===== config.mk =====
export PLATFORM = sky130hd
export DESIGN_NAME = booth_mul_seq_flat
export DESIGN_NICKNAME = d
export VERILOG_FILES = /design/src/rtl/booth_mul_seq_if.sv /design/src/rtl/booth_mul_seq.sv /design/src/flat_wrapper.sv
export SDC_FILE = /design/constraint.sdc
export NUM_CORES = 1
export LEC_CHECK = 0
export BUFFER_PORTS_ARGS = -buffer_cell sky130_fd_sc_hd__clkbuf_2
export CELL_PAD_IN_SITES_DETAIL_PLACEMENT = 1
export CELL_PAD_IN_SITES_GLOBAL_PLACEMENT = 1
export CORE_UTILIZATION = 42
export CTS_CLUSTER_DIAMETER = 150
export DETAILED_ROUTE_END_ITERATION = 7
export PLACE_DENSITY = 0.88
export REMOVE_ABC_BUFFERS = 1
export SETUP_SLACK_MARGIN = 0.5
export SYNTH_ARGS = -nofsm -noshare
export SYNTH_HDL_FRONTEND = slang
export SYNTH_SLANG_ARGS = --single-unit

===== constraint.sdc =====
create_clock -name clock -period 4.09 [get_ports clock]
set_input_delay 0.409 -clock clock [delete_from_list [all_inputs] [get_ports clock]]
set_output_delay 0.409 -clock clock [all_outputs]
set_load 0.01 [all_outputs]

===== src/rtl/booth_mul_seq_if.sv =====
// Request/response bundle for the sequential Booth multiplier.
// The is_unsigned member only exists when MUL_UNSIGNED_EN is defined.
interface booth_mul_seq_if #(
    parameter int WIDTH = 32
);
    logic             start;
    logic [WIDTH-1:0] M;
    logic [WIDTH-1:0] Q;
`ifdef MUL_UNSIGNED_EN
    logic             is_unsigned;
`endif
    logic             busy;
    logic             done;
    logic [WIDTH-1:0] hi;
    logic [WIDTH-1:0] lo;

    modport master (
        output start,
        output M,
        output Q,
`ifdef MUL_UNSIGNED_EN
        output is_unsigned,
`endif
        input  busy,
        input  done,
        input  hi,
        input  lo
    );

    modport slave (
        input  start,
        input  M,
        input  Q,
`ifdef MUL_UNSIGNED_EN
        input  is_unsigned,
`endif
        output busy,
        output done,
        output hi,
        output lo
    );
endinterface


===== src/rtl/booth_mul_seq.sv =====
// Sequential radix-2 Booth multiplier, WIDTH x WIDTH -> 2*WIDTH split into hi/lo.
// Optional MUL_UNSIGNED_EN adds an is_unsigned operand mode (one extra step).
module booth_mul_seq #(
    parameter int WIDTH = 32
) (
    input logic              clock,
    input logic              clear_n,
    booth_mul_seq_if.slave   bus
);

`ifdef MUL_UNSIGNED_EN
    // One spare bit for zero-extended operands, one more for the -M headroom.
    localparam int AW = WIDTH + 2;
    localparam int QW = WIDTH + 1;
`else
    localparam int AW = WIDTH + 1;
    localparam int QW = WIDTH;
`endif
    localparam int CW = $clog2(WIDTH + 2);

    typedef enum logic [1:0] {
        IDLE = 2'd0,
        RUN  = 2'd1,
        DONE = 2'd2
    } state_t;

    state_t           state_reg;
    logic [AW-1:0]    a_reg;
    logic [AW-1:0]    mr_reg;
    logic [QW-1:0]    qr_reg;
    logic             q1_reg;
    logic [CW-1:0]    cnt_reg;
    logic             busy_reg;
    logic             done_reg;
    logic [WIDTH-1:0] hi_reg;
    logic [WIDTH-1:0] lo_reg;
`ifdef MUL_UNSIGNED_EN
    logic             uns_reg;
`endif

    logic [AW-1:0]      sum_next;
    logic [AW-1:0]      a_next;
    logic [QW-1:0]      qr_next;
    logic [CW-1:0]      last_cnt;
    logic [2*WIDTH-1:0] prod_next;

    always_comb begin
        case ({qr_reg[0], q1_reg})
            2'b01:   sum_next = a_reg + mr_reg;
            2'b10:   sum_next = a_reg - mr_reg;
            default: sum_next = a_reg;
        endcase
        a_next  = {sum_next[AW-1], sum_next[AW-1:1]};
        qr_next = {sum_next[0], qr_reg[QW-1:1]};
`ifdef MUL_UNSIGNED_EN
        // Signed runs stop one step early, leaving the unused top multiplier bit in qr[0].
        if (uns_reg) begin
            last_cnt  = CW'(WIDTH);
            prod_next = {a_next[WIDTH-2:0], qr_next};
        end else begin
            last_cnt  = CW'(WIDTH - 1);
            prod_next = {a_next[WIDTH-1:0], qr_next[QW-1:1]};
        end
`else
        last_cnt  = CW'(WIDTH - 1);
        prod_next = {a_next[WIDTH-1:0], qr_next};
`endif
    end

    always_ff @(posedge clock or negedge clear_n) begin
        if (!clear_n) begin
            state_reg <= IDLE;
            a_reg     <= '0;
            mr_reg    <= '0;
            qr_reg    <= '0;
            q1_reg    <= 1'b0;
            cnt_reg   <= '0;
            busy_reg  <= 1'b0;
            done_reg  <= 1'b0;
            hi_reg    <= '0;
            lo_reg    <= '0;
`ifdef MUL_UNSIGNED_EN
            uns_reg   <= 1'b0;
`endif
        end else begin
            case (state_reg)
                IDLE: begin
                    if (bus.start) begin
                        state_reg <= RUN;
                        busy_reg  <= 1'b1;
                        a_reg     <= '0;
                        q1_reg    <= 1'b0;
                        cnt_reg   <= '0;
`ifdef MUL_UNSIGNED_EN
                        uns_reg   <= bus.is_unsigned;
                        if (bus.is_unsigned) begin
                            mr_reg <= {2'b00, bus.M};
                            qr_reg <= {1'b0, bus.Q};
                        end else begin
                            mr_reg <= {{2{bus.M[WIDTH-1]}}, bus.M};
                            qr_reg <= {bus.Q[WIDTH-1], bus.Q};
                        end
`else
                        mr_reg    <= {bus.M[WIDTH-1], bus.M};
                        qr_reg    <= bus.Q;
`endif
                    end
                end
                RUN: begin
                    a_reg   <= a_next;
                    qr_reg  <= qr_next;
                    q1_reg  <= qr_reg[0];
                    cnt_reg <= cnt_reg + 1'b1;
                    if (cnt_reg == last_cnt) begin
                        state_reg <= DONE;
                        done_reg  <= 1'b1;
                        hi_reg    <= prod_next[2*WIDTH-1:WIDTH];
                        lo_reg    <= prod_next[WIDTH-1:0];
                    end
                end
                DONE: begin
                    state_reg <= IDLE;
                    busy_reg  <= 1'b0;
                    done_reg  <= 1'b0;
                end
                default: begin
                    state_reg <= IDLE;
                    busy_reg  <= 1'b0;
                    done_reg  <= 1'b0;
                end
            endcase
        end
    end

    assign bus.busy = busy_reg;
    assign bus.done = done_reg;
    assign bus.hi   = hi_reg;
    assign bus.lo   = lo_reg;

endmodule


===== src/flat_wrapper.sv =====
// flat-port wrapper written by rule: the top's interface ports become plain ports
module booth_mul_seq_flat 
#(
    parameter int WIDTH = 32
)
  (clock, clear_n, bus_start, bus_M, bus_Q, bus_busy, bus_done, bus_hi, bus_lo);
  booth_mul_seq_if #(.WIDTH(WIDTH)) bus_i ();
  input logic clock;
  input logic clear_n;
  input wire logic [$bits(bus_i.start)-1:0] bus_start;
  input wire logic [$bits(bus_i.M)-1:0] bus_M;
  input wire logic [$bits(bus_i.Q)-1:0] bus_Q;
  output wire logic [$bits(bus_i.busy)-1:0] bus_busy;
  output wire logic [$bits(bus_i.done)-1:0] bus_done;
  output wire logic [$bits(bus_i.hi)-1:0] bus_hi;
  output wire logic [$bits(bus_i.lo)-1:0] bus_lo;
  assign bus_i.start = bus_start;
  assign bus_i.M = bus_M;
  assign bus_i.Q = bus_Q;
  assign bus_busy = bus_i.busy;
  assign bus_done = bus_i.done;
  assign bus_hi = bus_i.hi;
  assign bus_lo = bus_i.lo;
  booth_mul_seq #(.WIDTH(WIDTH)) u_core (.clock(clock), .clear_n(clear_n), .bus(bus_i));
endmodule

== After elaboration in Yosys (flattened, before gate mapping) ==
Cells that the tools add are included.
Widths: inputs -> output; s select.

* Add/sub/neg operators: 3
* Equal/unequal tests: 6
* Multiplexer cells: 16
* Bitwise operators: 2
* Reductions and logical operators: 8

{| class="wikitable"
|+ Operators by type and width
! kind !! count
|-
| $pmux 33 s2 || 2
|-
| $pmux 32 s2 || 1
|-
| $add 33x33->33 || 1
|-
| $mux 33 || 1
|-
| $sub 33x33->33 || 1
|-
| $mux 32 || 1
|-
| $pmux 6 s2 || 1
|-
| $reduce_and 2->1 || 6
|-
| $add 6x1->6 const B || 1
|-
| $eq 6x5->1 const B || 1
|-
| $mux 6 || 1
|-
| $pmux 1 s2 || 3
|-
| $eq 2x1->1 const B || 2
|-
| $mux 2 || 2
|-
| $pmux 2 s2 || 1
|-
| $mux 1 || 3
|-
| $eq 2x2->1 const B || 1
|-
| $logic_not 2->1 || 1
|-
| $ne 2x1->1 const B || 1
|-
| $ne 2x2->1 const B || 1
|-
| $not 1->1 || 2
|-
| $reduce_bool 2->1 || 1
|}

* Flip-flop bits (word level): 172
* Input bits: 67
* Output and inout port bits: 66
* Logic and storage cells: 45

== Longest topological paths before layout ==
* Depth in word-level cells: 3
* Gate-level depth with buffers: 18
* Gate-level depth less buffers: 18

== Worst setup path after synthesis ==
Ideal clock, no wire load.

* Path kind: flip-flop to flip-flop
* Start: reg u_core.mr_reg[9]
* End: reg u_core.hi_reg[31] (netlist: u_core.bus.hi[31])
* Library setup time: 130 ps
* Arrival: 3570 ps
* Data required time: 3960 ps
* Path slack: 390 ps
* Cell stages (with the launch flop): 17
* Buffers on the path: 0
* Clock period less this slack: 3700 ps
* Cell sequence: dfrtp_1 -> or4_1 -> nor2_1 -> and2_1 -> and3b_1 -> and3_1 -> nor2_1 -> xnor2_1 -> ha_1 -> and3_1 -> and3_1 -> o2111ai_1 -> a21o_1 -> o21ai_0 -> mux2i_2 -> xnor2_1 -> o21ai_1

* Cells in the longest elaborated chain, start to end: 2
* Elaborated cells on any way between the ends: 3
* Classes of those cells: add/sub (2); mux (1)

{| class="wikitable"
|+ RTL lines
! what !! RTL line !! text
|-
| from (decl) || booth_mul_seq.sv:29 || <nowiki>logic [AW-1:0] mr_reg;</nowiki>
|-
| from (signal assigned) || booth_mul_seq.sv:104 || <nowiki>mr_reg <= {bus.M[WIDTH-1], bus.M};</nowiki>
|-
| $sub 33x33->33 / $add 33x33->33 (equally long branches) || booth_mul_seq.sv:50, booth_mul_seq.sv:49 ||
|-
| $pmux 33 s2 (*) || booth_mul_seq.sv:48 || <nowiki>case ({qr_reg[0], q1_reg})</nowiki>
|-
| to (signal assigned) || booth_mul_seq.sv:117 || <nowiki>hi_reg <= prod_next[2*WIDTH-1:WIDTH];</nowiki>
|-
| to (decl) || booth_mul_seq.sv:35 || <nowiki>logic [WIDTH-1:0] hi_reg;</nowiki>
|}

Every way passes the cells marked *; elsewhere a longest branch is shown, timed or not.
A chain may end at the register's enable or synchronous reset.

== Worst setup path after layout ==
* Start: reg u_core.mr_reg[11]
* End: reg u_core.hi_reg[31] (netlist: u_core.bus.hi[31])

Same word-level chain as after synthesis.

==> flow_summary.json <==
{
  "place_congestion": 0.934,
  "rsz0062_at_grt": "true",
  "synth_top_area_share_pct": 45.5,
  "drv_slew": 0,
  "synth_edf_count": 0,
  "tightest_slew_ns": 1.06,
  "cp_common_cell": "and3_4",
  "ys_seq_area_share_pct": 45.5,
  "yosysTopAreaCell": "dfrtp_1",
  "nNetsFinal": 1294,
  "num_rows": 54,
  "holdCritPathClass": "input port to asynchronous set/reset pin",
  "period_minus_slack_ns": 3.93,
  "synthCells": 1041,
  "die_x_microns": 152,
  "placeableCoreArea_sq_um": 21900,
  "crit_fanout": 4,
  "hpwl_microns": 18300,
  "start_kind": "flop",
  "wl_microns": 29800,
  "fin_crit_sh_pct": 96.1,
  "io_buffers": 132,
  "drive_above_1_share_pct": 28.5,
  "rrSetupSlack_ns": 0.16,
  "critical_path.slowest_cell": "or4_4",
  "cts_buffers": 17,
  "globalRoute.totalOverflow": 0,
  "fin_setup_tns_ns": 0,
  "clk_pin_slew_ns": 0.07,
  "clock-root-buffer": "clkbuf_16",
  "crit_buf_inv": 0,
  "synth-warning-count": 0,
  "cp_slowest_stage_delay_ns": 0.55,
  "cts_htree_levels": 4,
  "end_kind": "flop",
  "vias": 8562,
  "post-route-drc-count": 0,
  "pin_count": 133,
  "routed_via_density": 5.77,
  "synth_area_sq_um": 9410,
  "start_util_pct": 43.0,
  "arrival_ns": 4.22,
  "grt_start_max_net_pins": 96,
  "highest-signal-layer": "met4",
  "synth_flop_cell": "dfrtp_1",
  "cts_tree": "done",
  "fin_util_pct": 53.7,
  "grt_pass1_wl_microns": 46600,
  "syn2layout_area_growth_pct": 24.9,
  "first_pass_iters": 5,
  "grt_util_all_layers_pct": 26.0,
  "post-place-ws_ns": -0.206,
  "fin_ws_ns": 0.160,
  "worstSetupPathType": "flop to flop",
  "synth_cell_types": 61,
  "die_height_microns": 152,
  "wl_met1_microns": 12300,
  "synth_area_leaders": "dfrtp_1, nand2_1, o21ai_0",
  "status": "completed",
  "drtIter0Drc": 389,
  "wl_met3_microns": 1020,
  "timing.rr.end": "u_core.bus.hi[31]",
  "crit_family": "simple AND/OR/NAND/NOR gates",
  "async_flop_share_pct": 100,
  "cts_buffer_depth": 2,
  "routedWlPerCell_microns": 20.1,
  "hold_violations": 0,
  "timing.slew.headroom_pct": 29.3,
  "r2r-start": "u_core.mr_reg[11]",
  "worstRegToRegCells": 14,
  "die-area_sq_um": 23000,
  "fill_cells": 2530,
  "ys_ff_latch": 171,
  "clock_latency_ns": 0.44,
  "fmax_ghz": 0.254,
  "crit_chain": "or4_4 > and4bb_2 > and4b_2 > a31oi_4 > xnor2_2 > ha_1 > and3_4 > and3_4 > o2111ai_2 > a21o_1 > o21ai_2 > mux2i_4 > xnor2_1 > o21ai_1",
  "avgSynthCellArea_sq_um": 9.04,
  "cts_num_sinks": 171,
  "ant_nets": 0,
  "routed-wl-met2_microns": 15300,
  "cap_violations": 0,
  "antenna_found_initial": 0,
  "n_antenna_cell": 0,
  "fin_skew_ns": 0.0132,
  "setup_viol": 0,
  "required_ns": 4.38,
  "grt_pass1_vias": 8995,
  "worstSetupStartpoint": "u_core.mr_reg[11]"
}
cell usage in the layout (no fill, tap or decap), types with 17 or more instances in the layout:
| master | count |
|---|---|
| mux2_2 | 31 |
| ha_1 | 28 |
| clkbuf_2 | 131 |
| nor2b_1 | 34 |
| nand2_1 | 198 |
| a21oi_1 | 68 |
| dfrtp_1 | 171 |
| inv_1 | 21 |
| a22oi_1 | 32 |
| buf_4 | 52 |
| o21ai_0 | 82 |
| clkbuf_16 | 17 |
| nor2_1 | 51 |
| o21ai_1 | 24 |
| xnor2_1 | 41 |
routing by layer:
layer,track usage (%),up-vias
met5,0,-
met1,31.5,4338
met3,4.46,82
li1,-,3926
met2,45.1,216
met4,11.3,0
area by class of cell:
type / instances / area [sq um] / share of cell area (%)
timing repair buffer: 187 / 1090 / 9.29
sequential: 171 / 4280 / 36.4
multi-input combinational: 790 / 5330 / 45.4
tap: 280 / 350 / 2.98
clock inverter: 13 / 155 / 1.32
inverter: 24 / 90.1 / 0.767
clock buffer: 19 / 453 / 3.86
metrics by stage:
stage          instance area, sq um  instances  hold WS [ns]
2_1_floorplan                  9190        985         0.113
3_3_place_gp                  10400       1413         0.458
3_5_place_dp                  10400       1413         0.464
4_1_cts                       11400       1470        0.0987
5_1_grt                       11700       1484         0.119
6_report                      11700       1484        0.0348
cell usage after synthesis, types with 7 or more instances:
master / n
a21o_1: 10
a21oi_1: 81
a22o_1: 14
a22oi_1: 33
a31oi_1: 12
buf_1: 7
clkbuf_1: 48
dfrtp_1: 171
ha_1: 35
inv_1: 24
mux2_2: 31
nand2_1: 202
nor2_1: 57
nor2b_1: 37
nor3_1: 9
o21ai_0: 106
xnor2_1: 47
xor2_1: 13
repair_timing:
item                       4_1_cts  5_1_grt
setup buffers                   25       14
setup endpoints to repair       33       40
pin swaps                       21       28
hold buffers                     0        0
gates resized for setup         64       60
cloned                           0        0
cells by family after synthesis:
logic type	after synthesis	synth area share [%]
muxes	38	4.50
and+or+nand+nor	348	16.5
adders and majority gates	36	4.87
xor gates and xnor gates	60	5.59
buffers and inverters	80	3.23
DFF	171	45.5
AOI/OAI and AO/OA	308	19.9
worst reg2reg max path: stages, from the launching register on:
cell and delay, ns:
dfrtp_1 0.38, or4_4 0.55, and4bb_2 0.36, and4b_2 0.34
a31oi_4 0.11, xnor2_2 0.15, ha_1 0.31, and3_4 0.19
and3_4 0.22, o2111ai_2 0.12, a21o_1 0.26, o21ai_2 0.22
mux2i_4 0.34, xnor2_1 0.16, o21ai_1 0.08
how the worst max path moves through the flow:
stage / endpoint / slack, ns / cells after the start
after global placement: u_core.a_reg[30] / 0.15 / 15
after floorplan: u_core.bus.hi[15] / -2.10 / 4
after global routing: u_core.bus.hi[31] / 0.06 / 14
final: u_core.bus.hi[31] / 0.16 / 14
after detailed placement: u_core.a_reg[30] / -0.21 / 17
after CTS: u_core.a_reg[30] / 0.32 / 15
Power is left out: the tool's default activity adds up to more than one toggle a clock period on the data nets, which glitch-free logic cannot reach.
